[config.mk]
export PLATFORM = sky130hd
export DESIGN_NAME = instr_loader
export DESIGN_NICKNAME = d
export VERILOG_FILES = /design/src/rtl/instr_loader_pkg.sv /design/src/rtl/instr_loader_encode.sv /design/src/rtl/instr_loader.sv
export SDC_FILE = /design/constraint.sdc
export NUM_CORES = 1
export LEC_CHECK = 0
export BUFFER_PORTS_ARGS = -buffer_cell sky130_fd_sc_hd__buf_2
export CAP_MARGIN = 5
export CORE_MARGIN = 10
export CORE_UTILIZATION = 25
export CTS_BUF_LIST = sky130_fd_sc_hd__clkbuf_8
export DETAILED_ROUTE_END_ITERATION = 7
export GPL_ROUTABILITY_DRIVEN = 0
export HOLD_SLACK_MARGIN = 0.02
export SLEW_MARGIN = 30
export SYNTH_ARGS = -nofsm -noshare
export SYNTH_HDL_FRONTEND = slang
export SYNTH_SLANG_ARGS = --single-unit
export TNS_END_PERCENT = 50
[constraint.sdc]
create_clock -name clk -period 2.9 [get_ports clk]
set_clock_uncertainty 0.2 [all_clocks]
set_input_delay 0.58 -clock clk [delete_from_list [all_inputs] [get_ports clk]]
set_output_delay 0.58 -clock clk [all_outputs]
set_load 0.01 [all_outputs]
[src/rtl/instr_loader_pkg.sv]
// Shared encodings for the instruction loader: command classes, MIPS opcode/func constants, FSM states.
// The PAD state only exists when INSTR_LOADER_NOP_PAD_EN is defined.
package instr_loader_pkg;

    localparam logic [2:0] CMD_ADD     = 3'd0;
    localparam logic [2:0] CMD_SUB     = 3'd1;
    localparam logic [2:0] CMD_ORI     = 3'd2;
    localparam logic [2:0] CMD_LW      = 3'd3;
    localparam logic [2:0] CMD_SW      = 3'd4;
    localparam logic [2:0] CMD_BEQ     = 3'd5;
    localparam logic [2:0] CMD_J       = 3'd6;
    localparam logic [2:0] CMD_ILLEGAL = 3'd7;

    // Same constants the Control decoder matches against
    localparam logic [5:0] OP_RTYPE = 6'b000000;
    localparam logic [5:0] OP_ORI   = 6'b001101;
    localparam logic [5:0] OP_LW    = 6'b100011;
    localparam logic [5:0] OP_SW    = 6'b101011;
    localparam logic [5:0] OP_BEQ   = 6'b000100;
    localparam logic [5:0] OP_J     = 6'b000010;
    localparam logic [5:0] FUNC_ADD = 6'b100000;
    localparam logic [5:0] FUNC_SUB = 6'b100010;

    localparam logic [31:0] NOP_WORD = 32'h0000_0000;

`ifdef INSTR_LOADER_NOP_PAD_EN
    typedef enum logic [1:0] {S_IDLE, S_WRITE, S_FULL, S_PAD} state_t;
`else
    typedef enum logic [1:0] {S_IDLE, S_WRITE, S_FULL} state_t;
`endif

endpackage

[src/rtl/instr_loader_encode.sv]
// Combinational MIPS encoder: maps a command class and its fields to a 32-bit instruction word.
module instr_encode
    import instr_loader_pkg::*;
(
    input  logic [2:0]  CmdOp,
    input  logic [4:0]  CmdRs,
    input  logic [4:0]  CmdRt,
    input  logic [4:0]  CmdRd,
    input  logic [25:0] CmdImm,
    output logic [31:0] word,
    output logic        illegal
);

    always_comb begin
        word    = 32'h0;
        illegal = 1'b0;
        case (CmdOp)
            CMD_ADD: word = {OP_RTYPE, CmdRs, CmdRt, CmdRd, 5'd0, FUNC_ADD};
            CMD_SUB: word = {OP_RTYPE, CmdRs, CmdRt, CmdRd, 5'd0, FUNC_SUB};
            CMD_ORI: word = {OP_ORI, CmdRs, CmdRt, CmdImm[15:0]};
            CMD_LW:  word = {OP_LW,  CmdRs, CmdRt, CmdImm[15:0]};
            CMD_SW:  word = {OP_SW,  CmdRs, CmdRt, CmdImm[15:0]};
            CMD_BEQ: word = {OP_BEQ, CmdRs, CmdRt, CmdImm[15:0]};
            CMD_J:   word = {OP_J, CmdImm};
            default: illegal = 1'b1;
        endcase
    end

endmodule

[src/rtl/instr_loader.sv]
// Streams encoded instructions into instruction memory, one command per two cycles.
// Optional NOP padding to the end of memory is enabled with INSTR_LOADER_NOP_PAD_EN.
module instr_loader
    import instr_loader_pkg::*;
#(
    parameter int          DEPTH     = 64,
    parameter logic [31:0] BASE_ADDR = 32'h0000_0000
) (
    input  logic                       clk,
    input  logic                       rst,
    input  logic                       CmdValid,
    output logic                       CmdReady,
    input  logic [2:0]                 CmdOp,
    input  logic [4:0]                 CmdRs,
    input  logic [4:0]                 CmdRt,
    input  logic [4:0]                 CmdRd,
    input  logic [25:0]                CmdImm,
    input  logic                       Clear,
    input  logic                       Finish,
    output logic                       MemWE,
    output logic [31:0]                MemAddr,
    output logic [31:0]                MemWData,
    output logic [$clog2(DEPTH):0]     Count,
    output logic                       Full,
    output logic                       Error
);

    localparam int CW = $clog2(DEPTH) + 1;

    state_t        state;
    logic [31:0]   enc_word;
    logic          enc_illegal;
    logic          finish_req;
    logic          accept;
    logic [CW-1:0] count_inc;

    instr_encode u_encode (
        .CmdOp   (CmdOp),
        .CmdRs   (CmdRs),
        .CmdRt   (CmdRt),
        .CmdRd   (CmdRd),
        .CmdImm  (CmdImm),
        .word    (enc_word),
        .illegal (enc_illegal)
    );

    function automatic logic [31:0] word_addr(input logic [CW-1:0] idx);
        return BASE_ADDR + (32'(idx) << 2);
    endfunction

`ifdef INSTR_LOADER_NOP_PAD_EN
    assign finish_req = Finish && (state == S_IDLE) && !Full;
`else
    logic unused_finish;
    assign unused_finish = Finish;
    assign finish_req    = 1'b0;
`endif

    assign Full      = (Count == CW'(DEPTH));
    assign CmdReady  = (state == S_IDLE) && !Full && !Clear && !finish_req;
    assign accept    = CmdValid && CmdReady;
    assign count_inc = Count + CW'(1);

    always_ff @(posedge clk) begin
        if (rst) begin
            state    <= S_IDLE;
            Count    <= '0;
            MemWE    <= 1'b0;
            MemAddr  <= BASE_ADDR;
            MemWData <= 32'h0;
            Error    <= 1'b0;
        end else begin
            MemWE <= 1'b0;
            Error <= 1'b0;
            if (Clear) begin
                // Clear beats everything, including an in-flight write
                state   <= S_IDLE;
                Count   <= '0;
                MemAddr <= BASE_ADDR;
            end else begin
                case (state)
                    S_IDLE: begin
`ifdef INSTR_LOADER_NOP_PAD_EN
                        if (finish_req) begin
                            state    <= S_PAD;
                            MemWE    <= 1'b1;
                            MemAddr  <= word_addr(Count);
                            MemWData <= NOP_WORD;
                        end else
`endif
                        if (accept) begin
                            if (enc_illegal) begin
                                Error <= 1'b1;
                            end else begin
                                state    <= S_WRITE;
                                MemWE    <= 1'b1;
                                MemAddr  <= word_addr(Count);
                                MemWData <= enc_word;
                            end
                        end
                    end
                    S_WRITE: begin
                        Count <= count_inc;
                        state <= (count_inc == CW'(DEPTH)) ? S_FULL : S_IDLE;
                    end
`ifdef INSTR_LOADER_NOP_PAD_EN
                    S_PAD: begin
                        Count <= count_inc;
                        if (count_inc == CW'(DEPTH)) begin
                            state <= S_FULL;
                        end else begin
                            MemWE    <= 1'b1;
                            MemAddr  <= word_addr(count_inc);
                            MemWData <= NOP_WORD;
                        end
                    end
`endif
                    S_FULL:  state <= S_FULL;
                    default: state <= S_IDLE;
                endcase
            end
        end
    end

endmodule

# [After elaboration in Yosys (flattened, before gate mapping)]
# Index checks and enable logic that the tools add are counted.
[classes] n_addsub=1 eq_ne=12 mux=7 bitwise=3 n_reduce_logical=13
[ops] operator="$pmux W32 S7" count=1
[ops] operator="$eq A7 B7 Y1 const B" count=2
[ops] operator="$eq A3 B3 Y1 const B" count=3
[ops] operator="$add A7 B1 Y7 const B" count=1
[ops] operator="$reduce_or A7 Y1" count=1
[ops] operator="$eq A3 B2 Y1 const B" count=2
[ops] operator="$mux W2" count=3
[ops] operator="$pmux W2 S3" count=1
[ops] operator="$ne A2 B2 Y1 const B" count=2
[ops] operator="$reduce_and A4 Y1" count=1
[ops] operator="$reduce_or A4 Y1" count=1
[ops] operator="$eq A3 B1 Y1 const B" count=1
[ops] operator="$logic_and A1 B1 Y1" count=3
[ops] operator="$logic_not A3 Y1" count=1
[ops] operator="$not A1 Y1" count=3
[ops] operator="$reduce_and A3 Y1" count=1
[ops] operator="$eq A2 B1 Y1 const B" count=1
[ops] operator="$eq A2 B2 Y1 const B" count=1
[ops] operator="$logic_not A1 Y1" count=2
[ops] operator="$logic_not A2 Y1" count=1
[ops] operator="$mux W1" count=2
[ops] operator="$reduce_and A2 Y1" count=1
[ops] operator="$reduce_or A2 Y1" count=1
[totals] regBits=50 output_inout_bits=75 elab_cells=42

# [Depth between registers and ports, before layout]
# Gate-level depths: netlist of the first run.
[logic_depth] ltp_word=7 ltp_mapped=7

# [Hierarchy]
# A second synthesis of the first run with hierarchy kept.
[unflattened] hier_cells=335 area_unflattened_um2=3078.0
[modules_own_cells] module="instr_loader" n_inst=1 cells_per_inst=257 area_per_inst_um2=2462.4
[modules_own_cells] module="instr_encode" n_inst=1 cells_per_inst=78 area_per_inst_um2=615.6

# [Worst setup path after synthesis of the first run]
# OpenSTA, ideal clock, no wires.
[synth_timing] path_kind="register to output" from="register Count[0]" to="output CmdReady" t_arrival_ns=1.406 required_ns=2.120 path_slack_ns=0.714 path_stages_with_launch=5 n_path_buf=0 cell_sequence="dfxtp_1 -> inv_1 -> ha_1 -> and3_1 -> nor4_1"
[synth_between] elab_chain_cells=4
[synth_lines] item="from (decl)" line_no="instr_loader.sv:23" source="output logic [$clog2(DEPTH):0] Count,"
[synth_lines] item="from (signal assigned)" line_no="instr_loader.sv:103" source="Count <= count_inc;"
[synth_lines] item="$eq A7 B7 Y1" line_no="instr_loader.sv:59" source="assign Full = (Count == CW'(DEPTH));"
[synth_lines] item="via Full" line_no="instr_loader.sv:24" source="output logic Full,"
[synth_lines] item="$logic_not A1 Y1" line_no="instr_loader.sv:60" source="assign CmdReady = (state == S_IDLE) && !Full && !Clear && !finish_req;"
[synth_lines] item="$logic_and A1 B1 Y1 (2 in a row)" line_no="instr_loader.sv:60"
[synth_lines] item="to (decl)" line_no="instr_loader.sv:12" source="output logic CmdReady,"
# The timed path passes the listed nets, and every way through them passes these cells.

# [Worst setup path after layout of the first run]
[layout_timing] from="register Count[0]" to="output CmdReady"
[layout_between] elab_chain_cells=4
[layout_lines] item="$eq A7 B7 Y1" line_no="instr_loader.sv:59"
[layout_lines] item="$logic_not A1 Y1" line_no="instr_loader.sv:60"
[layout_lines] item="$logic_and A1 B1 Y1 (2 in a row)" line_no="instr_loader.sv:60"
# No other way between the ends.

==> results of run 1 <==
==> synth_stat cells (4+ instances only) <==
cell type  instances  area, um^2
a211oi_1           7        52.6
a211oi_2           4        50.1
a21oi_1           57         285
buf_4             27         203
clkbuf_1          20        75.1
dfxtp_1           49         981
inv_1              8        30.0
nand2_1           11        41.3
nand3_1            9        45.0
nand4_1           17         106
nor2_1            11        41.3
nor3_1            11        55.1
nor3b_1           12        90.1
o21ai_0           36         180
xnor2_1            4        35.0
xor2_1             5        43.8
==> metrics by stage <==
stage | utilization | cells | total power [mW] | setup slack, ps | hold slack (ps)
after CTS | 0.305 | 534 | 1.34 | 369 | 278
after global routing | 0.305 | 534 | 1.39 | 309 | 297
final | 0.305 | 534 | 1.31 | 394 | 276
after floorplan | - | 345 | 0.893 | 714 | 294
after detailed placement | 0.297 | 528 | 0.953 | 373 | 262
after global placement | 0.297 | 528 | 0.949 | 435 | 256
==> report_power, final <==
part	leakage, nW	internal, mW	switching (mW)	total, mW
Sequential	0.398	0.696	0.0119	0.708
Combinational	0.864	0.0827	0.144	0.227
Clock	0.0399	0.159	0.219	0.378
Total	1.30	0.938	0.375	1.31
==> cell usage in the layout, fill, tap and decap left out, drive strengths merged <==
cell and instances:
a211oi 11, a21oi 57, a31o 2, a31oi 1, and2 3, and3 3
buf 101, clkbuf 5, clkinv 1, conb 26, dfxtp 49, ha 2
inv 8, nand2 11, nand2b 1, nand3 9, nand4 17, nor2 12
nor2b 2, nor3 11, nor3b 12, nor4 4, o21ai 36, or2 1
or2b 1, or3 2, or4b 1, xnor2 4, xor2 5
==> cells by family (layout without fill, tap and decap cells) <==
group / Yosys count / after routing / share of synthesized area
simple gates: 90 / 90 / 0.199
buf+inv: 62 / 115 / 0.140
flops: 49 / 49 / 0.381
other cells: 1 / 26 / 0.00145
compound gates: 107 / 107 / 0.239
fa+ha+maj: 2 / 2 / 0.00971
xor+xnor: 9 / 9 / 0.0306
==> flip-flops by register name (all words and copies together) (netlist names) <==
signal,cells
MemWData,31
Count,7
MemAddr,7
state,2
Error,1
MemWE,1
==> routing by layer <==
layer	global-route usage	routed length (um)	share of wire	vias up
li1	-	-	-	1242
met1	0.125	3530	0.43	1148
met2	0.180	3750	0.45	103
met3	0.0513	936	0.11	5
met4	0.0201	42	0.0051	0
met5	0	0	0	-
==> path summary, 6_finish.rpt <==
check	to	slack, ps	depth (start not counted)
setup / recovery	CmdReady	390	5
hold / removal	MemAddr[3]	280	2
setup reg to reg	MemWData[21]	700	4
hold reg to reg	MemAddr[3]	280	2
==> final cells by class <==
class	count	area (um^2)	area share
Multi-Input combinational cell	234	1330	0.429
Sequential cell	49	981	0.316
Timing Repair Buffer	101	518	0.167
Tap cell	136	170	0.0548
Clock buffer	5	68.8	0.0222
Inverter	8	30.0	0.00968
Clock inverter	1	5.00	0.00161
==> worst register-to-register path, stage by stage (launching register included) <==
cell and delay (ps):
dfxtp_1 350, or4b_4 570, a31o_4 350, nor2_2 440
a211oi_1 160
==> flow_summary.toml, run 1 <==
[die]
pin_count = 124
num_rows = 37
die_area_um2 = 14800
die_w_um = 122
core_um2 = 10200
start_util = 0.253
die-height_um = 122

[place]
hpwlAfterDp_mm = 6.10
place_area_um2 = 3030
portBuffers = 96

[setup_path]
critPathKind = "reg -> out"
worstPathCellList = "inv_1 > ha_1 > and3_1 > nor4_1 > buf_2"
crit_required_ps = 2120
crit_path_start = "Count[0]"
cp.buffers_inverters = 2
reg2reg_from = "state[0]"
slowest_delay_ps = 500
critPathMaxFanout = 9
cp-end-kind = "output pin"
arrival_ps = 1730
start_kind = "register"
cpLargestDelayFamily = "flip-flops"
crit_slowest_cell = "dfxtp_1"

[layout]
nFillCells = 1145
drive_gt1_frac = 0.296
syn_to_final_growth_pct = 20.4
post-route-cell-area_um2 = 3100
num_antenna_cells = 0
fin_nets = 450

[synth]
synth.cell_area_um2 = 2580
synth_warnings = 0
ys_types = 36
synth-seq-cells = 49
synthFlopType = "dfxtp_1"
synth_edf_count = 0
syn-instance-count = 320
syn_area_per_cell_um2 = 8.05
synth-async-reset-ratio = 0
ys_seq_area_frac = 0.381

[route]
drc_errors = 0
ant_nets = 0
vias = 2498
drt_iter0_markers = 141
wl_per_cell_um = 15.5
drt-total-wl_mm = 8.25
drt_first_pass_iters = 6
routed_via_density = 4.68

[power]
leakagePower_nw = 1.30
ir_drop_mv = 0.196
powerDensity_nw_per_um2 = 423

[cts]
cts.reportedPaths.clkPinSlew_ps = 80
clockBufferDepth = 2
cts_made_buffers = 5
root_buffer = "clkbuf_8"
cts_tree = "done"
htree_levels = 2
worstSkewPairLatency_ps = 290
cts_resized = 0
post_cts_buffers = 0
clock-sinks = 49
ctsHoldBuffers = 0

[timing]
setup_viol = 0
hold_violations = 0
min_period_ps = 2510
maxSlewHeadroom = 0.607
final_max_slew_viol_count = 0
finalSetupTns_ps = 0
finalCritPeriodShare = 0.864
timing.fmax_mhz = 399
worst_slew_pin_slew_ps = 588
rsz0062_at_grt = "false"

[worst_hold_path]
worstHoldStart = "MemAddr[3]"
hp-class = "reg -> reg"

[global_route]
grt_pass1_vias = 2527
antenna_found_initial = 1
grt_pass1_wl_mm = 13.1
grt_max_degree = 38
grt_overflow = 0
grt_util_all_layers = 0.108

[status]
status = "finished, final reports clean"

[flow_run]
cap_viol_max_count = 0
No activity file was read; power rests on OpenSTA's default activity.
==> run 2: changes to the inputs <==
Settings changed: CORE_MARGIN 10 to 2, SLEW_MARGIN 30 to 20.
==> run 2 against run 1 <==
Compared with the run above: die area is 25% lower; utilization is 0.31 points higher; design area is 1.0% higher; sequential share of layout area is 0.32 points lower; critical path depth stayed put; global-route usage is 1.8 points higher; clock power is 13% higher; sequential cell count stayed put.
==> flow_summary.toml, run 2 (same netlist as run 1, synthesis figures left out) <==
[setup_path]
cp-endpoint = "CmdReady"
critPathKind = "reg -> out"
rrSetupSlack_ps = 760
critPathMaxFanout = 9
crit_required_ps = 2120
reg2reg_from = "state[0]"
cp-end-kind = "output pin"
crit_path_start = "Count[0]"
r2r_cells = 4
arrival_ps = 1720
r2r-end = "MemWData[22]"
start_kind = "register"

[power]
ir_drop_mv = 0.195
leakagePower_nw = 1.32
powerDensity_nw_per_um2 = 434

[layout]
largestRegisters = "MemWData (31), Count (7), MemAddr (7)"
largest-register = "MemWData"
largest_reg_flops = 31
final_common_cell = "buf_2"
drive_gt1_frac = 0.302
final_cell_mix = "buf_2 (96), a21oi_1 (57), dfxtp_1 (49)"
num_antenna_cells = 0
syn_to_final_growth_pct = 21.6
post-route-util = 0.308
nFillCells = 1128
instances_no_fill = 537
fin_nets = 452

[route]
ant_nets = 0
routed_via_density = 4.71
drt-total-wl_mm = 7.04
vias = 2531
wl_per_cell_um = 13.1
drt_first_pass_iters = 6
drc_errors = 0
drt_iter0_markers = 119

[global_route]
grt_max_degree = 38
grt_util_all_layers = 0.127
antenna_found_initial = 0
grt_pass1_wl_mm = 11.7
grt_pass1_vias = 2381
grt_overflow = 0

[cts]
htree_levels = 2
cts_made_buffers = 5
post_cts_buffers = 0
cts.reportedPaths.clkPinSlew_ps = 100
clockBufferDepth = 2
cts_resized = 0
root_buffer = "clkbuf_8"
cts_tree = "done"
ctsHoldBuffers = 0
clock-sinks = 49
worstSkewPairLatency_ps = 300

[timing]
timing.fmax_mhz = 400
min_period_ps = 2500
worst_slew_pin_slew_ps = 602
setup_viol = 0
maxSlewHeadroom = 0.597
finalCritPeriodShare = 0.862
final_max_slew_viol_count = 0
rsz0062_at_grt = "false"
finalSetupTns_ps = 0
hold_violations = 0

[place]
hpwlAfterDp_mm = 4.99
portBuffers = 96
place_inst = 530

[die]
die-height_um = 106
pin_count = 124
start_util = 0.253
core_um2 = 10200
die_w_um = 106
num_rows = 37
die_area_um2 = 11100

[worst_hold_path]
hold_path_depth = 2
hp-class = "reg -> reg"

[status]
status = "finished, final reports clean"

[flow_run]
cap_viol_max_count = 0
## run 2: report_power, final
group	internal (mW)	leakage, nW	switching, mW
clock	0.189	0.0433	0.239
sequential	0.696	0.398	0.0128
combinational	0.0842	0.874	0.139
## run 2: through the flow
step                      cell area, um^2  setup WS, ps  total power [mW]  hold WS (ps)
after floorplan                      2670           714             0.893           294
after global placement               3040           482             0.945           256
after detailed placement             3040           461             0.948           268
after CTS                            3130           390              1.38           280
after global routing                 3130           145              1.44           301
final                                3130           401              1.36           281
## run 2: worst max-delay path, stage by stage (launching register included)
cell and delay [ps]:
dfxtp_1 500, inv_1 110, ha_1 280, and3_1 200, nor4_1 150, buf_2 170
## run 2: area by class of cell
class / instances / area, um^2 / share of cell area
timing repair buffer: 103 / 533 / 0.170
tap: 136 / 170 / 0.0543
clock buffer: 6 / 82.6 / 0.0263
sequential: 49 / 981 / 0.313
inverter: 8 / 30.0 / 0.00958
multi-input combinational: 234 / 1330 / 0.424
clock inverter: 1 / 7.51 / 0.00240
## run 2: worst min path at each step
stage                 start           end  slack (ps)
6_report       MemWData[11]  MemWData[11]         280
4_1_cts        MemWData[11]  MemWData[11]         280
5_1_grt        MemWData[28]  MemWData[28]         300
2_1_floorplan  MemWData[29]  MemWData[29]         290
3_3_place_gp    MemWData[2]   MemWData[2]         260
3_5_place_dp   MemWData[11]  MemWData[11]         270
## run 2: per-layer routing
layer	up-vias	GRT usage	wire, um
met2	106	0.214	3290
met4	0	0.0301	57
met1	1173	0.158	3110
met3	6	0.0371	576
met5	-	0	0
li1	1246	-	-
